--- config.mk ---
export PLATFORM = sky130hd
export DESIGN_NAME = tutorial_bist
export DESIGN_NICKNAME = d
export VERILOG_FILES = /design/src/rtl/tutorial_pkg.sv /design/src/rtl/tutorial_bist_scoreboard.sv /design/src/rtl/tutorial_bist.sv
export SDC_FILE = /design/constraint.sdc
export NUM_CORES = 1
export LEC_CHECK = 0
export CORE_MARGIN = 1.5
export CORE_UTILIZATION = 50
export CTS_CLUSTER_SIZE = 8
export DETAILED_ROUTE_END_ITERATION = 10
export GPL_ROUTABILITY_DRIVEN = 1
export PLACE_DENSITY_LB_ADDON = 0.3
export SETUP_SLACK_MARGIN = 0.02
export SLEW_MARGIN = 20
export SYNTH_ARGS = -nofsm -noshare
export SYNTH_HDL_FRONTEND = slang
export SYNTH_SLANG_ARGS = --single-unit
--- constraint.sdc ---
create_clock -name clk -period 3 [get_ports clk]
set_input_delay 0.75 -clock clk [delete_from_list [all_inputs] [get_ports clk]]
set_output_delay 0.75 -clock clk [all_outputs]
set_load 0.03 [all_outputs]
--- src/rtl/tutorial_pkg.sv ---
// Shared definitions for the lab-0 switch-to-LED self-test: state encoding,
// LED width and the golden LED function used by RTL and checker alike.
package tutorial_pkg;

    localparam int LED_W = 8;

    typedef enum logic [1:0] {
        ST_IDLE   = 2'd0,
        ST_SETTLE = 2'd1,
        ST_CHECK  = 2'd2,
        ST_DONE   = 2'd3
    } bist_state_t;

    function automatic logic [LED_W-1:0] expected_led(input logic [LED_W-1:0] s);
        logic [LED_W-1:0] led;
        led[0]   = ~s[0];
        led[1]   = s[1] & ~s[2];
        led[3]   = s[2] & s[3];
        led[2]   = led[1] | led[3];
        led[7:4] = s[7:4];
        return led;
    endfunction

endpackage

--- src/rtl/tutorial_bist_scoreboard.sv ---
// Compares returned LED words against the golden function and keeps the
// saturating error count plus the first failing vector.
module tutorial_bist_scoreboard
    import tutorial_pkg::*;
(
    input  logic             clk,
    input  logic             rst,
    input  logic             clear,
    input  logic             check_en,
    input  logic [LED_W-1:0] vec,
    input  logic [LED_W-1:0] dut_led,
    output logic [7:0]       err_cnt,
    output logic [LED_W-1:0] first_fail,
    output logic             fail_vld
);

    logic w_mismatch;

    assign w_mismatch = (dut_led != expected_led(vec));

    // Result registers; clear wins over a compare in the same cycle
    always_ff @(posedge clk or posedge rst) begin
        if (rst) begin
            err_cnt    <= 8'd0;
            first_fail <= 8'd0;
            fail_vld   <= 1'b0;
        end else if (clear) begin
            err_cnt    <= 8'd0;
            first_fail <= 8'd0;
            fail_vld   <= 1'b0;
        end else if (check_en && w_mismatch) begin
            if (err_cnt != 8'd255) begin
                err_cnt <= err_cnt + 8'd1;
            end
            if (!fail_vld) begin
                first_fail <= vec;
                fail_vld   <= 1'b1;
            end
        end
    end

endmodule

--- src/rtl/tutorial_bist.sv ---
// Self-test controller for the switch-to-LED block: sweeps vectors into the
// block, checks each LED word, and passes board switches through when idle.
module tutorial_bist
    import tutorial_pkg::*;
#(
    parameter int SETTLE = 4,
    parameter int STEP   = 2
) (
    input  logic             clk,
    input  logic             rst,
    input  logic             start,
    input  logic [LED_W-1:0] swt_in,
    input  logic [LED_W-1:0] dut_led,
    output logic [LED_W-1:0] dut_swt,
    output logic             busy,
    output logic             done,
    output logic             pass,
    output logic [7:0]       err_cnt,
    output logic [LED_W-1:0] first_fail,
    output logic             fail_vld
);

    localparam logic [3:0] CNT_LAST = 4'(SETTLE - 1);
    localparam logic [8:0] STEP_W   = 9'(STEP);

    bist_state_t      r_state;
    bist_state_t      w_next;
    logic [LED_W-1:0] r_vec;
    logic [LED_W-1:0] r_dut_swt;
    logic [3:0]       r_cnt;
    logic             r_busy;
    logic             r_done;
    logic             w_launch;
    logic             w_check;
    logic [8:0]       w_sum;
    logic [7:0]       w_err_cnt;

    assign w_launch = start && ((r_state == ST_IDLE) || (r_state == ST_DONE));
    assign w_check  = (r_state == ST_CHECK);
    // Bit 8 of the sum marks the sweep running off the top of the vector space
    assign w_sum    = {1'b0, r_vec} + STEP_W;

    // Next-state decode
    always_comb begin
        w_next = r_state;
        case (r_state)
            ST_IDLE: begin
                if (start) w_next = ST_SETTLE;
                else       w_next = ST_IDLE;
            end
            ST_SETTLE: begin
                if (r_cnt == CNT_LAST) w_next = ST_CHECK;
                else                   w_next = ST_SETTLE;
            end
            ST_CHECK: begin
                if (w_sum[8]) w_next = ST_DONE;
                else          w_next = ST_SETTLE;
            end
            ST_DONE: begin
                if (start) w_next = ST_SETTLE;
                else       w_next = ST_DONE;
            end
            default: w_next = ST_IDLE;
        endcase
    end

    // State, vector, settle counter and registered status outputs
    always_ff @(posedge clk or posedge rst) begin
        if (rst) begin
            r_state   <= ST_IDLE;
            r_vec     <= 8'd0;
            r_dut_swt <= 8'd0;
            r_cnt     <= 4'd0;
            r_busy    <= 1'b0;
            r_done    <= 1'b0;
        end else begin
            r_state <= w_next;
            r_busy  <= (w_next == ST_SETTLE) || (w_next == ST_CHECK);
            r_done  <= (w_next == ST_DONE);
            case (r_state)
                ST_IDLE: begin
                    if (start) begin
                        r_vec     <= 8'd0;
                        r_dut_swt <= 8'd0;
                        r_cnt     <= 4'd0;
                    end else begin
                        r_dut_swt <= swt_in;
                    end
                end
                ST_SETTLE: begin
                    r_cnt <= r_cnt + 4'd1;
                end
                ST_CHECK: begin
                    if (!w_sum[8]) begin
                        r_vec     <= w_sum[7:0];
                        r_dut_swt <= w_sum[7:0];
                        r_cnt     <= 4'd0;
                    end
                end
                ST_DONE: begin
                    if (start) begin
                        r_vec     <= 8'd0;
                        r_dut_swt <= 8'd0;
                        r_cnt     <= 4'd0;
                    end
                end
                default: begin
                    r_cnt <= 4'd0;
                end
            endcase
        end
    end

    tutorial_bist_scoreboard u_scoreboard (
        .clk        (clk),
        .rst        (rst),
        .clear      (w_launch),
        .check_en   (w_check),
        .vec        (r_vec),
        .dut_led    (dut_led),
        .err_cnt    (w_err_cnt),
        .first_fail (first_fail),
        .fail_vld   (fail_vld)
    );

    assign dut_swt = r_dut_swt;
    assign busy    = r_busy;
    assign done    = r_done;
    assign err_cnt = w_err_cnt;
    assign pass    = r_done && (w_err_cnt == 8'd0);

endmodule

==> Yosys cells after proc, flatten, opt, wreduce, memory -nomap -nowiden <==
Index checks and enable logic that the tools add are counted.
{ "classes": {"addsub": 3, "multipliers": 0, "n_div": 0, "n_lt_le_gt_ge": 0, "eq_ne": 13, "shifts": 0, "muxes": 21, "bitwise": 5, "reduce_logical": 17} }
{ "op_table": {"columns": ["operator", "count"], "rows": [
  ["2-to-1 mux 8 bit", 9],
  ["one-hot mux 8 bit (3 select lines)", 1],
  ["one-hot mux 8 bit (2 select lines)", 1],
  ["one-hot mux 4 bit (3 select lines)", 1],
  ["adder 8 x 2 -> 9 bit (second input constant)", 1],
  ["adder 8 x 1 -> 8 bit (second input constant)", 1],
  ["== test 2 bit (second input constant)", 4],
  ["zero test 8 bit", 1],
  ["2-to-1 mux 4 bit", 2],
  ["!= test 8 bit", 1],
  ["!= test 8 bit (second input constant)", 1],
  ["one-hot mux 2 bit (4 select lines)", 1],
  ["2-to-1 mux 2 bit", 3],
  ["AND reduction 2 bit", 3],
  ["AND reduction 3 bit", 2],
  ["nonzero test 2 bit", 3],
  ["adder 4 x 1 -> 4 bit (second input constant)", 1],
  ["== test 2 x 1 -> 1 bit (second input constant)", 2],
  ["== test 4 x 2 -> 1 bit (second input constant)", 1],
  ["!= test 2 x 1 -> 1 bit (second input constant)", 2],
  ["!= test 2 bit (second input constant)", 2],
  ["logical AND 1 bit", 3],
  ["2-to-1 mux 1 bit", 3],
  ["nonzero test 3 bit", 1],
  ["6 further kinds", 9]
]} }
{ "totals": {"reg_bits": 41, "latchBits": 0, "mem_bits_rw": 0, "romBits": 0, "inputBits": 19, "word_cells": 68, "memories": 0} }

==> Longest topological paths before layout <==
Gate-level depths: netlist of the first run.
{ "depth": {"depth_word": 7, "mapped_depth": 8, "mapped_depth_nobuf": 7} }

==> Modules after synthesis <==
A second synthesis of the first run with hierarchy kept.
{ "unflattened": {"cells_unflattened": 227, "hier_area_um2": 2333.5} }
{ "by_module_without_submodules": {"columns": ["mod", "n_inst", "cells_each", "area_each_um2"], "rows": [
  ["tutorial_bist", 1, 136, 1381.3],
  ["tutorial_bist_scoreboard", 1, 91, 952.2]
]} }

==> Worst setup path before layout of the first run <==
Ideal clock, no wire load.
{ "synth_timing": {"kind": "input port to flip-flop", "from": "in dut_led[5]", "to": "reg u_scoreboard.err_cnt[3]", "setup_ps": 77, "arrival_time_ps": 1909, "required_ps": 2923, "setup_slack_ps": 1013, "path_stages": 5, "path_cell_list": "xnor2_1 > and4_4 > a31o_4 > or4_1 > a21oi_1"} }
{ "synth_between": {"elab_chain_cells": 4} }
{ "synth_lines": {"columns": ["element", "line_no", "source"], "rows": [
  ["start: declaration", "tutorial_bist.sv:13", "input logic [LED_W-1:0] dut_led,"],
  ["!= test 8 bit", "tutorial_bist_scoreboard.sv:19", "assign w_mismatch = (dut_led != expected_led(vec));"],
  ["logical AND 1 bit", "tutorial_bist_scoreboard.sv:31", "end else if (check_en && w_mismatch) begin"],
  ["nonzero test 2 bit (no line)", null, null],
  ["AND reduction 2 bit (no line)", null, null],
  ["end signal: assignment", "tutorial_bist_scoreboard.sv:33", "err_cnt <= err_cnt + 8'd1;"],
  ["end: declaration", "tutorial_bist_scoreboard.sv:12", "output logic [7:0] err_cnt,"]
]} }
Every way passes these cells.
A chain may end at the register's enable or synchronous reset.

==> Worst setup path after layout of the first run <==
{ "layout_timing": {"from": "reg u_scoreboard.err_cnt[2]", "to": "out pass"} }
{ "layout_between": {"elab_chain_cells": 2} }
{ "layout_lines": {"columns": ["element", "line_no", "source"], "rows": [
  ["zero test 8 bit", "tutorial_bist.sv:130", "assign pass = r_done && (w_err_cnt == 8'd0);"],
  ["logical AND 1 bit", "tutorial_bist.sv:130", null],
  ["end: declaration", "tutorial_bist.sv:17", "output logic pass,"]
]} }
Every way passes these cells.

==> results of run 1 <==
## Yosys cell counts (2+ instances only)
cell type,instances
dfrtp_1,40
nor3_1,2
o31ai_1,4
a22oi_1,5
buf_2,3
xnor2_1,6
o21ai_0,22
nor2b_1,3
clkbuf_1,5
nand2_1,24
xor2_1,5
ha_1,11
nand2b_1,5
inv_1,13
nor2_1,17
o41ai_1,2
or3_1,5
a2bb2oi_1,2
a21oi_1,14
nand3_1,24
## path summary, 6_finish.rpt
check | start | end | cells past startpoint
hold reg to reg | r_cnt[3] | r_cnt[3] | 1
setup / recovery | u_scoreboard.err_cnt[2] | pass | 3
setup reg to reg | r_state[0] | r_vec[6] | 6
hold / removal | r_cnt[3] | r_cnt[3] | 1
max in group asynchronous | rst | r_vec[1] | 3
min in group asynchronous | rst | u_scoreboard.err_cnt[3] | 3
## kinds of logic (layout without fill, tap and decap cells)
logic type	count (synthesis)	after routing
buf+inv	24	71
flops	40	40
compound gates	58	58
fa+ha+maj	11	11
simple gates	94	94
mux	2	2
xor+xnor	11	11
## per-layer routing
layer	part of all wire	routed length [um]	vias to the layer above	track usage
met4	0.017	84	0	0.0940
met3	0.049	244	6	0.0465
met2	0.46	2310	46	0.350
met1	0.47	2350	910	0.309
li1	-	-	941	-
met5	0	0	-	0
## power breakdown
group          internal [mW]  total (mW)  switching, mW
registers              0.562       0.598         0.0359
clock network          0.187       0.377          0.190
logic                 0.0911       0.196          0.104
## cell type report
type / count / area share
clock buffer: 7 / 0.0307
clock inverter: 1 / 0.00267
inverter: 13 / 0.0174
multi-input combinational: 176 / 0.395
sequential: 40 / 0.357
tap: 52 / 0.0232
timing repair buffer: 50 / 0.175
## placed cells by master (no fill, tap or decap), types with 2 or more instances in the layout
cell type / synthesis / layout
ha_1: 11 / 11
o21ai_0: 22 / 22
nand3_1: 24 / 24
buf_4: 0 / 4
dfrtp_1: 40 / 40
a22oi_1: 5 / 5
or3_1: 5 / 5
nand2b_1: 5 / 5
clkbuf_8: 1 / 6
o41ai_1: 2 / 2
inv_1: 13 / 13
nor2_1: 17 / 17
nand2_1: 24 / 24
xnor2_1: 6 / 6
nor2b_1: 3 / 3
a2bb2oi_1: 2 / 2
xor2_1: 5 / 5
a21oi_1: 14 / 14
o31ai_1: 4 / 4
clkdlybuf4s50_1: 0 / 46
nor3_1: 2 / 2
## registers in the layout, summed over array words and instances (netlist names)
signal,cells
dut_swt,8
r_vec,7
r_cnt,4
u_scoreboard.err_cnt,8
busy,1
u_scoreboard.first_fail,8
r_state,2
done,1
u_scoreboard.fail_vld,1
## worst max-delay path, cell delays in order, from the launching register on
cell             delay [ps]
dfrtp_1                 460
nor4b_1                 370
and4b_1                 240
clkdlybuf4s50_1         660
==> flow_metrics.tcl, run 1 <==
set metrics [dict create \
    status "completed" \
    synth_top_cell_area_share 0.450 \
    cellLeakagePower_nw 1.16 \
    arrival_ps 2030 \
    holdBufCountCts 0 \
    via_per_inst 5.61 \
    synth_compound_area_frac 0.168 \
    worst_pin_slew_ps 680 \
    critPathKind "reg -> out" \
    finalCritPeriodShare 0.927 \
    gp_congestion 0.882 \
    max_freq_ghz 0.360 \
    drt_wl_total_um 4990 \
    yosysWarnings 0 \
    clk_pin_slew_ps 80 \
    antenna_left 0 \
    place_area_um2 2710 \
    utilization 0.649 \
    required_ps 2250 \
    synth_edf_count 0 \
    synth_largest_area_cell "dfrtp_1" \
    dp.cells 331 \
    synth-seq-area-share 0.450 \
    hpwlAfterDp_um 3690 \
    finalNonFillerCells 339 \
    drtPass1Iterations 4 \
    syn-num-nets 270 \
    synth_area_um2 2220 \
    cts-root-buf "clkbuf_8" \
    post-route-min-period_ps 2780 \
    drive_gt1_frac 0.0732 \
    grt_pass1_vias 1853 \
    final-hold-violation-count 0 \
    syn_to_final_growth_pct 26.4 \
    h-tree-depth 2 \
    grt_pass1_wl_um 8590 \
    synthSimpleGateAreaFrac 0.216 \
    final_max_slew_viol_count 0 \
    netlist_instances 240 \
    die-area_um2 4850 \
    vias 1903 \
    antenna_found_initial 0 \
    vdd_drop_max_v 0.000230 \
    place_worst_setup_slack_ps 462 \
    yosys.area_share.xor_xnor 0.0434 \
    drt_iter0_drc 145 \
    powerDensity_nw_per_um2 417 \
    io_buffers 46 \
    cap_violations 0 \
    power_mw 1.17 \
    n_fill_cell 380 \
    core_um2 4320 \
    hold_path_class "reg -> reg" \
    wl_per_cell_um 14.7 \
    fin_tns_setup_ps 0 \
    synth_flop_cell "dfrtp_1" \
    post_cts_buffers 0 \
    multi_input_area_um2 1110 \
    synthTopCellsByArea "dfrtp_1 45%, ha_1 6.2%, nand3_1 5.4%" \
    relSlewSlack 0.543 \
    path_max_fanout 7 \
    cts_buffers 5 \
    cts_tree "yes" \
    syn_avg_cell_area_um2 9.26 \
    io_pins 47 \
    grt_start_max_net_pins 41 \
    whs_ps 498 \
    post_cts_resized 0 \
    die_x_um 69.7 \
    drc 0 \
    cts_buffer_depth 2 \
    cts_sinks 40 \
    synthAdderAreaFrac 0.0619 \
    synth_top_family_by_area "simple AND/OR/NAND/NOR gates" \
    fin_skew_ps 12.7 \
    regArea_um2 1000 \
    cp-start-kind "flip-flop" \
    num_rows 24 \
    synth_seq_cells 40 \
    synthMuxAreaShare 0.00957 \
    nets 316 \
    die_h_um 69.7 \
    ys_async_sr_fraction 1.00 \
    setup_viol 0 \
    rsz0062_at_grt "false" \
    grtUsageTotal 0.226 \
    finalWorstSetupSlack_ps 219 \
    rrSetupSlack_ps 910 \
    gr-total-overflow 0 \
    final_area_um2 2810 \
    end_kind "primary output" \
    synth_cell_types 48 \
    initial_utilization 0.514 \
    diodes 0 \
    insertion_delay_ps 300 \
]
Note: power is estimated with default switching activity, not from simulation.
==> run 2, diff against run 1 <==
--- a/config.mk
+++ b/config.mk
@@ -6,7 +6,7 @@
 export NUM_CORES = 1
 export LEC_CHECK = 0
 export CORE_MARGIN = 1.5
-export CORE_UTILIZATION = 50
+export CORE_UTILIZATION = 35
 export CTS_CLUSTER_SIZE = 8
 export DETAILED_ROUTE_END_ITERATION = 10
 export GPL_ROUTABILITY_DRIVEN = 1
==> flow_metrics.tcl, run 2 (same netlist as run 1, synthesis figures left out) <==
set metrics [dict create \
    setup_viol 0 \
    gp_congestion 0.869 \
    nets 316 \
    final-hold-violation-count 0 \
    syn_to_final_growth_pct 26.9 \
    relSlewSlack 0.530 \
    worst_pin_slew_ps 699 \
    final_max_slew_viol_count 0 \
    drive_gt1_frac 0.0699 \
    post_cts_buffers 0 \
    vias 1893 \
    vdd_drop_max_v 0.000190 \
    drt_wl_total_um 5310 \
    critical_path.cell_chain "nor4b_1 > and4b_1 > clkdlybuf4s50_1" \
    final_cell_mix "46 x clkdlybuf4s50_1, 40 x dfrtp_1, 24 x nand2_1, 24 x nand3_1, 22 x o21ai_0" \
    cellLeakagePower_nw 1.16 \
    grt_pass1_wl_um 8830 \
    final_common_cell "clkdlybuf4s50_1" \
    clk_pin_slew_ps 80 \
    critPathKind "reg -> out" \
    required_ps 2250 \
    cts_tree "yes" \
    r2r_start "r_state[0]" \
    hold_path_class "reg -> reg" \
    finalNonFillerCells 361 \
    io_buffers 46 \
    end_kind "primary output" \
    cp-start-kind "flip-flop" \
    core_um2 6030 \
    antenna_found_initial 0 \
    powerDensity_nw_per_um2 404 \
    via_per_inst 5.24 \
    drc 0 \
    path_max_fanout 7 \
    rsz0062_at_grt "false" \
    fin_skew_ps 7.93 \
    fin_tns_setup_ps 0 \
    initial_utilization 0.369 \
    status "completed" \
    grt_start_max_net_pins 41 \
    drt_iter0_drc 75 \
    antenna_left 0 \
    cts_sinks 40 \
    n_fill_cell 605 \
    drtPass1Iterations 4 \
    insertion_delay_ps 290 \
    cap_violations 0 \
    die_x_um 82.7 \
    gr-total-overflow 0 \
    grt_pass1_vias 1827 \
    finalCritPeriodShare 0.884 \
    die_h_um 82.7 \
    max_stage_delay_ps 660 \
    h-tree-depth 2 \
    diodes 0 \
    cts-root-buf "clkbuf_8" \
    max_freq_ghz 0.377 \
    io_pins 47 \
    grtUsageTotal 0.173 \
    num_rows 28 \
    cts_buffer_depth 2 \
    startpoint "u_scoreboard.err_cnt[2]" \
    arrival_ps 1900 \
    dp.cells 354 \
    cts_buffers 5 \
    die-area_um2 6840 \
    post_cts_resized 0 \
    slowest_stage "clkdlybuf4s50_1" \
    post-route-min-period_ps 2650 \
    hpwlAfterDp_um 3860 \
    min-delay-start "u_scoreboard.first_fail[6]" \
    wl_per_cell_um 14.7 \
    holdBufCountCts 0 \
]
-- run 2: cell count changes in the layout (fill, tap and decap cells not counted) --
cell and change:
clkbuf_8 -1, clkinv_2 +1, clkinvlp_4 -1
-- run 2: final timing paths --
kind	end	slack, ps	cells past startpoint
min in group asynchronous	dut_swt[3]	890	3
hold / removal	u_scoreboard.first_fail[6]	510	2
hold reg to reg	u_scoreboard.first_fail[6]	510	2
setup reg to reg	r_vec[6]	810	7
setup / recovery	pass	350	3
max in group asynchronous	r_vec[6]	1760	3
-- run 2: metal layers --
metal  wire, um  GRT usage  up-vias
li1           -          -      938
met1       2500      0.223      896
met2       2480      0.282       51
met3        257     0.0462        8
met4         74     0.0533        0
met5          0          0        -
-- run 2: final cells by class --
class                   instances  area (um^2)  area share
inverters                      13         48.8      0.0173
clock buffers                   6         72.6      0.0257
well taps                      75         93.8      0.0333
clock inverters                 1         5.00     0.00177
multi-input cells             176         1110       0.393
repair buffers                 50          490       0.174
flip-flops and latches         40         1000       0.355
-- run 2: report_power, final --
group	internal [mW]	leakage, nW	switching, mW
registers	0.562	0.495	0.0367
logic	0.0910	0.623	0.104
clock network	0.158	0.0410	0.186
total	0.812	1.16	0.327
-- run 2: through the flow --
| stage | utilization | hold WS [ps] | worst slack, ps | total power [mW] | cell area [um^2] |
|---|---|---|---|---|---|
| floorplan | - | 462 | 1010 | 0.706 | 2220 |
| global placement | 0.455 | 480 | 516 | 0.804 | 2740 |
| detailed placement | 0.455 | 502 | 484 | 0.807 | 2740 |
| CTS | 0.468 | 521 | 334 | 1.15 | 2820 |
| global route | 0.468 | 537 | 277 | 1.20 | 2820 |
| finish | 0.468 | 515 | 349 | 1.14 | 2820 |
-- run 2: critical path, delay by kind of cell, from the launching register on --
family,cells,cell delay [ps]
buf+inv,1,660
flops,1,460
simple gates,2,490
==> run 3, diff against run 2 <==
--- a/config.mk
+++ b/config.mk
@@ -11,8 +11,8 @@
 export DETAILED_ROUTE_END_ITERATION = 10
 export GPL_ROUTABILITY_DRIVEN = 1
 export PLACE_DENSITY_LB_ADDON = 0.3
+export REMOVE_ABC_BUFFERS = 1
 export SETUP_SLACK_MARGIN = 0.02
-export SLEW_MARGIN = 20
 export SYNTH_ARGS = -nofsm -noshare
 export SYNTH_HDL_FRONTEND = slang
 export SYNTH_SLANG_ARGS = --single-unit
==> flow_metrics.tcl, run 3 (same netlist as run 1, synthesis figures left out) <==
set metrics [dict create \
    status "completed" \
    drtPass1Iterations 4 \
    max_freq_ghz 0.371 \
    r2r_end "u_scoreboard.err_cnt[3]" \
    reg2regPathDepth 7 \
    h-tree-depth 2 \
    drc 0 \
    antenna_found_initial 0 \
    syn_to_final_growth_pct 29.4 \
    min-delay-start "r_cnt[3]" \
    vdd_drop_max_v 0.000324 \
    fin_skew_ps 6.70 \
    finalCritPeriodShare 0.898 \
    required_ps 2250 \
    cp-start-kind "flip-flop" \
    p_clk_frac 0.379 \
    intPower_uw 948 \
    r2r_start "r_vec[2]" \
    cts_buffer_depth 2 \
    die-area_um2 6840 \
    io_buffers 46 \
    cts_buffers 5 \
    rrSetupSlack_ps 910 \
    final_max_slew_viol_count 0 \
    power_mw 1.29 \
    post-route-min-period_ps 2690 \
    die_h_um 82.7 \
    netSwitchingFraction 0.263 \
    seq_power_share 0.467 \
    core_um2 6030 \
    vias 1883 \
    gp_congestion 0.778 \
    n_fill_cell 581 \
    critical_path.cell_chain "nor4b_1 > and4b_1 > clkdlybuf4s50_1" \
    cellLeakagePower_nw 1.19 \
    final-hold-violation-count 0 \
    finalNonFillerCells 363 \
    powerDensity_nw_per_um2 447 \
    cts_sinks 40 \
    rsz0062_at_grt "false" \
    whs_ps 508 \
    holdPathStages 1 \
    post_cts_buffers 0 \
    hold_path_class "reg -> reg" \
    nets 317 \
    io_pins 47 \
    worst_pin_slew_ps 757 \
    end_kind "primary output" \
    crit_buf_inv 1 \
    grt_pass1_vias 1780 \
    dp.cells 355 \
    multi_input_area_um2 1110 \
    antenna_left 0 \
    slowest_stage "clkdlybuf4s50_1" \
    netSwitchingPower_uw 338 \
    die_x_um 82.7 \
    cap_violations 0 \
    cts_tree "yes" \
    regArea_um2 1000 \
    via_per_inst 5.19 \
    drive_gt1_frac 0.0799 \
    gr-total-overflow 0 \
    post_cts_resized 0 \
    wl_per_cell_um 14.4 \
    drt_iter0_drc 103 \
    fin_tns_setup_ps 0 \
    grt_start_max_net_pins 26 \
    final_common_cell "clkdlybuf4s50_1" \
    initial_utilization 0.369 \
    diodes 0 \
    holdBufCountCts 0 \
    clk_pin_slew_ps 80 \
    holdPathEnd "r_cnt[3]" \
    cts-root-buf "clkbuf_8" \
    grtUsageTotal 0.169 \
    drt_wl_total_um 5250 \
    combinationalPowerShare 0.154 \
    critPathKind "reg -> out" \
    arrival_ps 1940 \
    final_cell_mix "46 x clkdlybuf4s50_1, 40 x dfrtp_1, 24 x nand2_1, 24 x nand3_1, 22 x o21ai_0" \
    relSlewSlack 0.492 \
    setup_viol 0 \
    num_rows 28 \
    insertion_delay_ps 290 \
    path_max_fanout 7 \
    critPathTopFamily "buffers and inverters" \
    hpwlAfterDp_um 3910 \
    grt_pass1_wl_um 8800 \
    max_stage_delay_ps 660 \
]
## run 3: power by group through the flow
| stage | combinational (mW) | clock (mW) | sequential [mW] |
|---|---|---|---|
| detailed placement | 0.200 | 0 | 0.611 |
| finish | 0.198 | 0.488 | 0.600 |
| global placement | 0.195 | 0 | 0.610 |
| CTS | 0.200 | 0.500 | 0.600 |
| floorplan | 0.0581 | 0 | 0.648 |
| global route | 0.215 | 0.521 | 0.606 |
## run 3: metrics by stage
| stage | utilization | worst slack (ps) | area, um^2 |
|---|---|---|---|
| 2_1_floorplan | - | 1010 | 2160 |
| 3_3_place_gp | 0.456 | 506 | 2750 |
| 3_5_place_dp | 0.456 | 479 | 2750 |
| 4_1_cts | 0.477 | 297 | 2880 |
| 5_1_grt | 0.477 | 221 | 2880 |
| 6_report | 0.477 | 306 | 2880 |
## run 3: worst max-delay path by stage
stage                                 start                      end  slack [ps]  cells past startpoint
floorplan                        dut_led[5]  u_scoreboard.err_cnt[3]        1010                      5
global placement                 dut_led[5]  u_scoreboard.err_cnt[6]         510                      6
detailed placement               dut_led[5]  u_scoreboard.err_cnt[3]         480                      6
CTS                 u_scoreboard.err_cnt[2]                     pass         300                      3
global route        u_scoreboard.err_cnt[4]                     pass         220                      3
finish              u_scoreboard.err_cnt[2]                     pass         310                      3
## run 3: area by class of cell
| type | count | share of cell area |
|---|---|---|
| flip-flops and latches | 40 | 0.348 |
| clock inverters | 1 | 0.0104 |
| multi-input cells | 176 | 0.385 |
| clock buffers | 7 | 0.0335 |
| inverters | 13 | 0.0170 |
| repair buffers | 51 | 0.173 |
| well taps | 75 | 0.0326 |
## run 3: routing by layer
layer  track usage  share of wire  vias up
li1              -              -      945
met1         0.235           0.47      893
met2         0.272           0.48       43
met3        0.0308          0.043        2
met4        0.0417         0.0031        0
met5             0              0        -
